**src/rtl/motor_pwm_out.sv**
```systemverilog
// motor_pwm_out: sign-magnitude PWM output stage for the motor position loop.
// Samples the signed effort once per PWM frame, scales and clamps it to the
// frame length, and inserts a pwm-low dead interval on every direction reversal.
module motor_pwm_out #(
    parameter int PERIOD   = 1000,
    parameter int DEADTIME = 50,
    parameter int SHIFT    = 0
) (
    input  logic        clk,
    input  logic        reset,
    input  logic [31:0] u_in,
    input  logic        enable,
    output logic        pwm,
    output logic        dir,
    output logic        period_start,
    output logic        sat
);

    // Counter, duty and dead-time counter share one width; it holds PERIOD itself.
    localparam int DW = $clog2(PERIOD + 1);

    typedef enum logic [1:0] {IDLE, RUN, DEAD} state_t;

    state_t          state_q, state_d;
    logic [DW-1:0]   cnt_q, cnt_d;
    logic [DW-1:0]   duty_q, duty_d;
    logic [DW-1:0]   dead_q, dead_d;
    logic            dir_q, dir_d;
    logic            sat_q, sat_d;
    logic            pwm_q, pwm_d;
    logic            ps_q, ps_d;

    logic                sample;
    logic signed [31:0]  s;
    logic [32:0]         abs_s;
    logic                clamp;
    logic [DW-1:0]       mag;
    logic                mag_nz;
    logic                sgn;

    // Effort scaling: 33-bit magnitude so -2^31 negates without overflow.
    always_comb begin
        sample = (cnt_q == DW'(PERIOD - 1));
        s      = $signed(u_in) >>> SHIFT;
        abs_s  = s[31] ? (33'd0 - {s[31], s}) : {1'b0, s};
        clamp  = (abs_s > 33'(PERIOD));
        mag    = clamp ? DW'(PERIOD) : abs_s[DW-1:0];
        mag_nz = (mag != '0);
        sgn    = ~s[31] && (s != 32'sd0);
    end

    // Free-running frame counter, period strobe and registered gate drive.
    always_comb begin
        cnt_d = sample ? '0 : cnt_q + 1'b1;
        ps_d  = (cnt_q == '0);
        pwm_d = enable && (state_q == RUN) && (cnt_q < duty_q);
    end

    // Bridge FSM: duty/dir updates, dead-time sequencing, enable override.
    always_comb begin
        state_d = state_q;
        duty_d  = duty_q;
        dir_d   = dir_q;
        dead_d  = dead_q;
        sat_d   = sat_q;
        if (sample)
            sat_d = clamp;
        if (!enable) begin
            state_d = IDLE;
            duty_d  = '0;
        end else begin
            if (sample)
                duty_d = mag;
            case (state_q)
                IDLE: begin
                    if (sample) begin
                        state_d = RUN;
                        if (mag_nz)
                            dir_d = sgn;
                    end
                end
                RUN: begin
                    if (sample && mag_nz && (sgn != dir_q)) begin
                        state_d = DEAD;
                        dead_d  = DW'(DEADTIME);
                    end
                end
                DEAD: begin
                    // A new sample that no longer asks for reversal cancels it.
                    if (sample && (!mag_nz || (sgn == dir_q))) begin
                        state_d = RUN;
                    end else if (dead_q == DW'(1)) begin
                        dir_d   = ~dir_q;
                        state_d = RUN;
                    end else begin
                        dead_d = dead_q - 1'b1;
                    end
                end
                default: state_d = IDLE;
            endcase
        end
    end

    // State registers, all cleared asynchronously by reset.
    always_ff @(posedge clk or posedge reset) begin
        if (reset) begin
            state_q <= IDLE;
            cnt_q   <= '0;
            duty_q  <= '0;
            dead_q  <= '0;
            dir_q   <= 1'b0;
            sat_q   <= 1'b0;
            pwm_q   <= 1'b0;
            ps_q    <= 1'b0;
        end else begin
            state_q <= state_d;
            cnt_q   <= cnt_d;
            duty_q  <= duty_d;
            dead_q  <= dead_d;
            dir_q   <= dir_d;
            sat_q   <= sat_d;
            pwm_q   <= pwm_d;
            ps_q    <= ps_d;
        end
    end

    assign pwm          = pwm_q;
    assign dir          = dir_q;
    assign period_start = ps_q;
    assign sat          = sat_q;

endmodule

```
**config.mk**
```make
export PLATFORM = sky130hd
export DESIGN_NAME = motor_pwm_out
export DESIGN_NICKNAME = d
export VERILOG_FILES = /design/src/rtl/motor_pwm_out.sv
export SDC_FILE = /design/constraint.sdc
export NUM_CORES = 1
export LEC_CHECK = 0
export BUFFER_PORTS_ARGS = -buffer_cell sky130_fd_sc_hd__buf_2
export CAP_MARGIN = 20
export CORE_ASPECT_RATIO = 0.7
export CORE_MARGIN = 2
export CORE_UTILIZATION = 30
export DETAILED_ROUTE_END_ITERATION = 10
export PLACE_DENSITY = 0.49
export SLEW_MARGIN = 40
export SYNTH_ARGS = -nofsm -noshare
export SYNTH_HDL_FRONTEND = slang
export SYNTH_SLANG_ARGS = --single-unit
```
**constraint.sdc**
```tcl
create_clock -name clk -period 4 [get_ports clk]
set_input_delay 0.8 -clock clk [delete_from_list [all_inputs] [get_ports clk]]
set_output_delay 0.8 -clock clk [all_outputs]
set_load 0.01 [all_outputs]
```
==> Word level (Yosys, flattened, before mapping) <==
Index checks and enable logic that the tools add are counted.
{ "totals": {"word_cells": 68, "register_bits": 36} }
{ "classes": {"add_sub_neg": 3, "order_cmp": 2, "bitwise": 2, "mux": 20, "eq_ne": 16, "n_reduce_logical": 17} }
{ "op_table": {"columns": ["op", "n"], "rows": [
  ["$mux 10", 7],
  ["$gt 33x10->1 const B", 1],
  ["$mux 33", 1],
  ["$sub 1x32->33 const A", 1],
  ["$reduce_bool 32->1", 1],
  ["$pmux 10 s2", 1],
  ["$add 10x1->10 const B", 1],
  ["$eq 10x1->1 const B", 1],
  ["$eq 10x10->1 const B", 1],
  ["$logic_not 10->1", 1],
  ["$lt 10x10->1", 1],
  ["$mux 2", 5],
  ["$ne 2x2->1 const B", 5],
  ["$reduce_bool 10->1", 1],
  ["$sub 10x1->10 const B", 1],
  ["$logic_and 1x1->1", 6],
  ["$pmux 2 s3", 1],
  ["$reduce_and 6->1", 1],
  ["$reduce_and 5->1", 1],
  ["$mux 1", 4],
  ["$ne 2x1->1 const B", 2],
  ["$ne 4x4->1 const B", 1],
  ["$reduce_bool 2->1", 2],
  ["$ne 3x2->1 const B", 1],
  ["11 further kinds", 12]
]} }

==> Depth between registers and ports, before layout <==
Gate-level depths: netlist of run 1.
{ "logic_depth": {"word_depth": 11, "ltp_mapped": 13, "depth_no_buf": 12} }

==> Least setup slack after synthesis of run 1 <==
OpenSTA, ideal clock, no wires.
{ "synth_path": {"path_kind": "input-to-reg", "from": "input port u_in[12]", "to": "register dead_q[5]", "path_buffers": 1, "arrival_ps": 3806, "path_slack_ps": 62, "stages": 11, "cell_sequence": "or4_4 > and4b_1 > clkbuf_1 > nand3_1 > o31ai_1 > xor2_1 > nand2b_1 > a2111oi_2 > o22ai_2 > o31a_1 > or3_1"} }
{ "synth_between": {"elab_chain_cells": 10} }
{ "synth_rtl": {"columns": ["element", "line", "source"], "rows": [
  ["start, declared", "11", "input logic [31:0] u_in,"],
  ["$sub 1x32->33", "45", "abs_s = s[31] ? (33'd0 - {s[31], s}) : {1'b0, s};"],
  ["$mux 33", "45", null],
  ["$gt 33x10->1", "46", "clamp = (abs_s > 33'(PERIOD));"],
  ["$mux 10", "47", "mag = clamp ? DW'(PERIOD) : abs_s[DW-1:0];"],
  ["$reduce_bool 10->1", "48", "mag_nz = (mag != '0);"],
  ["$logic_not 1->1", "90", "if (sample && (!mag_nz || (sgn == dir_q))) begin"],
  ["$logic_or 1x1->1", "90", null],
  ["$logic_and 1x1->1", "90", null],
  ["$ne 2x2->1 (no source line)", null, null],
  ["$reduce_and 5->1 (no source line) (*)", null, null],
  ["end signal, assigned", "110", "dead_q <= '0;"],
  ["end signal, assigned", "119", "dead_q <= dead_d;"],
  ["end, declared", "27", "logic [DW-1:0] dead_q, dead_d;"]
]} }
Every way passes the cells marked *; elsewhere a longest branch is shown, timed or not.
A chain may end at the register's enable or synchronous reset.

==> Final worst setup path of run 1 <==
{ "layout_path": {"from": "input port u_in[5]", "to": "register dead_q[5]"} }
Same word-level chain as after synthesis.

==> results of run 1 <==
==> worst paths after layout <==
kind | endpoint | slack (ns) | cells past startpoint
max in group asynchronous | dead_q[7] | 3.05 | 3
setup / recovery | dead_q[5] | 0.18 | 12
setup reg to reg | dir | 1.19 | 10
hold reg to reg | sat | 0.49 | 2
hold / removal | sat | 0.49 | 2
min in group asynchronous | cnt_q[7] | 0.62 | 3
==> logic make-up after synthesis <==
logic type / count (synthesis) / synth area share, %
multiplexers: 6 / 2.05
AO/OA/AOI/OAI: 96 / 22.5
flip-flops: 36 / 28.9
buffers and inverters: 46 / 5.82
AND/OR/NAND/NOR: 164 / 30.3
XOR/XNOR: 17 / 4.78
adder cells (fa/ha/maj): 14 / 5.62
==> power groups by stage <==
stage                     Combinational [W]  Sequential, W  Clock [W]
after detailed placement           0.000151       0.000371          0
final                              0.000153       0.000364   0.000404
after CTS                          0.000152       0.000364   0.000413
after global placement             0.000152       0.000371          0
after floorplan                   0.0000762       0.000371          0
after global routing               0.000168       0.000364   0.000429
==> cell type report <==
cell class / count / area [sq um] / area share, %
multi-input cells: 297 / 2050 / 52.5
flip-flops and latches: 36 / 901 / 23.1
repair buffers: 83 / 528 / 13.6
well taps: 132 / 165 / 4.24
clock buffers: 6 / 139 / 3.57
inverters: 27 / 101 / 2.60
clock inverters: 2 / 13.8 / 0.353
==> cell usage in the layout, fill, tap and decap left out, types with 2 or more instances in the layout <==
| cell type | netlist | routed |
|---|---|---|
| o32a_1 | 2 | 2 |
| buf_4 | 0 | 45 |
| or4_1 | 9 | 9 |
| ha_1 | 14 | 14 |
| and3_1 | 9 | 9 |
| a21oi_1 | 18 | 18 |
| inv_1 | 26 | 26 |
| dfrtp_1 | 36 | 36 |
| a31oi_1 | 8 | 8 |
| a32oi_1 | 2 | 2 |
| nand4_1 | 11 | 11 |
| mux2_2 | 3 | 3 |
| and2_1 | 2 | 2 |
| buf_2 | 1 | 38 |
| nor4_1 | 16 | 15 |
| xor2_1 | 13 | 13 |
| nor4_2 | 4 | 5 |
| or3_1 | 13 | 13 |
| nor2_1 | 34 | 34 |
| o21a_1 | 2 | 2 |
| o21ai_0 | 18 | 18 |
| a311o_1 | 4 | 4 |
| nand2b_1 | 7 | 7 |
| mux2i_1 | 3 | 3 |
| nand2_1 | 20 | 20 |
| or2_2 | 6 | 6 |
| o2111ai_1 | 2 | 2 |
| o31ai_1 | 6 | 5 |
| a221oi_1 | 4 | 4 |
| clkbuf_16 | 0 | 5 |
| nor3_1 | 11 | 11 |
| a21o_1 | 7 | 7 |
| nand3_1 | 12 | 12 |
| a211o_1 | 2 | 2 |
| a41o_1 | 2 | 2 |
| xnor2_1 | 4 | 4 |
| a22oi_1 | 3 | 3 |
==> critical path, cell delays in order <==
cell	delay, ns
buf_2	0.11
or4_1	0.67
buf_4	0.20
o41ai_2	0.37
mux2i_1	0.23
nor4_1	0.07
o2111ai_1	0.16
nor3_4	0.10
a2111oi_2	0.40
o22ai_2	0.21
o31a_1	0.32
or3_1	0.34
==> routing by layer <==
| layer | vias up | track usage (%) | part of all wire, % | routed length, um |
|---|---|---|---|---|
| li1 | 1577 | - | - | - |
| met1 | 1598 | 26.9 | 54 | 5050 |
| met2 | 90 | 25.6 | 41 | 3820 |
| met3 | 4 | 2.63 | 5.2 | 483 |
| met4 | 0 | 2.00 | 0.26 | 24 |
| met5 | - | 0 | 0 | 0 |
==> sequential cells by signal (all words and copies together), names as in the netlist <==
register	flops
state_q	2
duty_q	10
pwm	1
sat	1
dead_q	10
period_start	1
dir	1
cnt_q	10
==> repair_timing <==
| item | 4_1_cts | 5_1_grt |
|---|---|---|
| resized for setup | 0 | 1 |
| hold endpoints to repair | 0 | 0 |
| endpoints found under the setup margin | 0 | 1 |
| hold buffers | 0 | 0 |
==> stage by stage <==
stage                     hold WS (ns)  area (sq um)  setup TNS [ns]  worst slack, ns
after floorplan                  0.456          3120               0           0.0623
after global placement           0.478          3740          -0.204          -0.0841
after detailed placement         0.490          3740          -0.470           -0.109
after CTS                        0.503          3890               0            0.168
after global routing             0.541          3890               0          0.00107
final                            0.494          3890               0            0.183
==> impl_metrics.ini, run 1 <==
[routing]
ant_nets = 0
dr.pass1.iters = 5
first_iter_violations = 240
viasPerCell = 5.61
vias = 3269
drt-total-wl_um = 9370
avgRoutedWirePerCell_um = 16.1
route.detailed.drc = 0

[cells_and_area]
utilization_pct = 38.0
fillers = 1049
layout.cells.non_filler = 583
drive_above_1_share_pct = 25.9
area_delta_synth_final_pct = 24.9
final_nets = 499
num_antenna_cells = 0

[floorplanning]
die_x_um = 126
fp.dieArea_sq_mm = 0.0112
start_util_pct = 30.4
coreArea_sq_mm = 0.0102
die_h_um = 89.3
num_rows = 31
ios = 39

[cts]
cts-htree-levels = 2
cts-buffers-inserted = 5
clkSinkCount = 36
cts_tree = built
clockBufferDepth = 2
clk_latency_ns = 0.28
post_cts_buffers = 0
clkTransAtPathRegs_ns = 0.06
root_buffer = clkbuf_16

[yosys]
yosys-top-cells-count = dfrtp_1, nor2_1, inv_1
syn_inst = 379
synthTopCellsByArea = dfrtp_1, ha_1, nor2_1
synthFlopType = dfrtp_1
synth_edf_count = 0
synthArstFlopShare_pct = 100
synth_seq_area_share_pct = 28.9
synth_area_sq_mm = 0.00312
syn_nets = 428
yosys_warnings = 0
synth_top_area_share_pct = 28.9
yosysMostFrequentCell = dfrtp_1
synth_seq_cells = 36
synth_top_area_cell = dfrtp_1
synth_cell_type_count = 65
syn_area_per_cell_sq_um = 8.22

[pwr]
p_int_w = 0.000673
switching_share_pct = 27.0
power_frac_clock_pct = 43.8
leakagePower_nw = 1.68
peakVddDrop_mv = 0.206
share_comb_of_total_power_pct = 16.6
total_power_w = 0.000921
power_switching_w = 0.000249
p_per_area_mw_per_mm2 = 237
seqPwrFrac_pct = 39.5

[placement]
port_buffers = 38
place.gp.congestion = 0.915
dp.cells = 575
hpwlAfterDp_um = 7230

[sta]
finalHoldViolations = 0
grt_setup_unrepaired = false
setup_violations = 0
min_period_ns = 3.82
final_max_slew_viol_count = 0
fin_crit_sh_pct = 95.4
worstMarginPinSlew_ns = 0.697
relSlewSlack_pct = 53.2
finClkSkew_ns = 0.00860
fmaxAchievable_mhz = 262

[worst_setup_path]
crit_path_start_kind = primary input
required_ns = 4.15
arrival_ns = 3.97
timing.rr.start = dead_q[3]
cp_max_fo = 8
endpoint_kind = register
startpoint = u_in[5]
critPathKind = in2reg

[global_route]
antenna_found_initial = 0
grt_pass1_wl_um = 15700
grt_pass1_vias = 3125
overflow = 0
grt_start_max_net_pins = 37
grtUsageTotal_pct = 17.2

[run]
cap_viol_max_count = 0

[min_path]
hold_start = sat
hp-class = reg2reg

[outcome]
status = finished, final reports clean
No activity file was read; power rests on OpenSTA's default activity.
==> inputs of run 2 (changes only) <==
--- a/config.mk
+++ b/config.mk
@@ -7,11 +7,13 @@
 export LEC_CHECK = 0
 export BUFFER_PORTS_ARGS = -buffer_cell sky130_fd_sc_hd__buf_2
 export CAP_MARGIN = 20
+export CELL_PAD_IN_SITES_DETAIL_PLACEMENT = 0
+export CELL_PAD_IN_SITES_GLOBAL_PLACEMENT = 1
 export CORE_ASPECT_RATIO = 0.7
 export CORE_MARGIN = 2
 export CORE_UTILIZATION = 30
 export DETAILED_ROUTE_END_ITERATION = 10
-export PLACE_DENSITY = 0.49
+export PLACE_DENSITY = 0.61
 export SLEW_MARGIN = 40
 export SYNTH_ARGS = -nofsm -noshare
 export SYNTH_HDL_FRONTEND = slang
==> impl_metrics.ini, run 2 (same netlist as run 1, synthesis figures left out) <==
[outcome]
status = finished, final reports clean

[worst_setup_path]
cp_max_fo = 8
critPathKind = in2reg
endpoint_kind = register
arrival_ns = 3.97
required_ns = 4.15
r2r_end = dir
timing.rr.start = dead_q[3]
reg2reg_depth = 10
crit_path_start_kind = primary input
rrSetupSlack_ns = 1.22

[global_route]
grtUsageTotal_pct = 17.1
grt_pass1_wl_um = 15500
grt_start_max_net_pins = 37
overflow = 0
grt_pass1_vias = 3015
antenna_found_initial = 0

[min_path]
hold_start = sat
hp-class = reg2reg
hold_depth = 2
hold_path_end = sat

[cells_and_area]
final_common_cell = buf_4
final_nets = 503
num_antenna_cells = 0
reg.largest.list = cnt_q (10), dead_q (10), duty_q (10)
layout_common_cells = buf_4, buf_2, dfrtp_1
layout.cells.non_filler = 587
area_delta_synth_final_pct = 26.7
fillers = 1062
drive_above_1_share_pct = 26.4

[cts]
cts-htree-levels = 2
post_cts_buffers = 0
clockBufferDepth = 2
cts-buffers-inserted = 5
ctsHoldBuffers = 0
root_buffer = clkbuf_16
clkTransAtPathRegs_ns = 0.06
clkSinkCount = 36
cts_resized = 0
clk_latency_ns = 0.27
cts_tree = built

[floorplanning]
coreArea_sq_mm = 0.0102
die_h_um = 89.3
start_util_pct = 30.4
ios = 39
num_rows = 31
die_x_um = 126
fp.dieArea_sq_mm = 0.0112

[routing]
avgRoutedWirePerCell_um = 15.9
drt-total-wl_um = 9350
viasPerCell = 5.58
ant_nets = 0
route.detailed.drc = 0
dr.pass1.iters = 5
first_iter_violations = 253
vias = 3277

[sta]
finalHoldViolations = 0
fin_crit_sh_pct = 95.5
setup_violations = 0
min_period_ns = 3.82
fin_setup_tns_ns = 0
grt_setup_unrepaired = false
holdWs_ns = 0.493
worstMarginPinSlew_ns = 0.694
finClkSkew_ns = 0.00413
fmaxAchievable_mhz = 262
relSlewSlack_pct = 53.4
final_max_slew_viol_count = 0

[placement]
port_buffers = 38
hpwlAfterDp_um = 7340
place.gp.congestion = 0.955
dp.cells = 579

[pwr]
total_power_w = 0.000992
p_per_area_mw_per_mm2 = 251
leakagePower_nw = 1.72
peakVddDrop_mv = 0.135

[run]
cap_viol_max_count = 0
[run 2: cell types whose count changed in the layout (fill, tap and decap cells not counted), sizes merged]
cell,previous run,this run
clkbuf,6,7
clkinv,2,1
bufinv,0,1
inv,27,26
buf,83,87
[run 2: through the flow]
stage	setup WS (ns)	utilization, %	instance area [sq um]
finish	0.180	38.6	3950
global route	0.00193	38.6	3950
CTS	0.213	38.6	3950
detailed placement	-0.0744	36.8	3770
global placement	-0.103	36.8	3770
floorplan	0.0623	-	3120
[run 2: cell type report]
class                      instances  area, sq um  share of cell area (%)
inverter                          27          101                    2.57
timing repair buffer              87          558                    14.1
clock buffer                       7          153                    3.87
sequential                        36          901                    22.8
clock inverter                     1         30.0                   0.760
multi-input combinational        297         2040                    51.7
tap                              132          165                    4.18
[run 2: worst max-delay path by stage]
| stage | startpoint | end | slack, ns | cells past startpoint |
|---|---|---|---|---|
| after global placement | u_in[3] | dead_q[5] | -0.10 | 12 |
| after CTS | u_in[3] | dead_q[5] | 0.21 | 12 |
| final | u_in[3] | dead_q[5] | 0.18 | 12 |
| after global routing | u_in[3] | dead_q[8] | 0.002 | 13 |
| after detailed placement | u_in[3] | dead_q[5] | -0.07 | 12 |
| after floorplan | u_in[12] | dead_q[5] | 0.06 | 11 |
[run 2: routing by layer]
metal | part of all wire, % | global-route usage (%)
met3 | 7.4 | 3.47
met5 | 0 | 0
met2 | 39 | 23.7
met4 | 0.30 | 1.70
met1 | 53 | 27.5
[run 2: worst max-delay path, stage by stage]
cell       delay (ns)
buf_2            0.10
buf_4            0.13
or3_1            0.49
nor4_1           0.40
mux2i_1          0.31
and3b_1          0.21
o2111ai_1        0.18
nor3_4           0.11
a2111oi_2        0.38
o22ai_2          0.20
o31a_1           0.31
or3_1            0.34
[run 2: where the power goes]
group          leakage [nW]             switching (W)  internal [W]  total (W)
registers             0.478  0.0000000000000000000771      0.000364   0.000364
logic                  1.15                 0.0000923     0.0000613   0.000154
clock network        0.0901                  0.000146      0.000328   0.000474
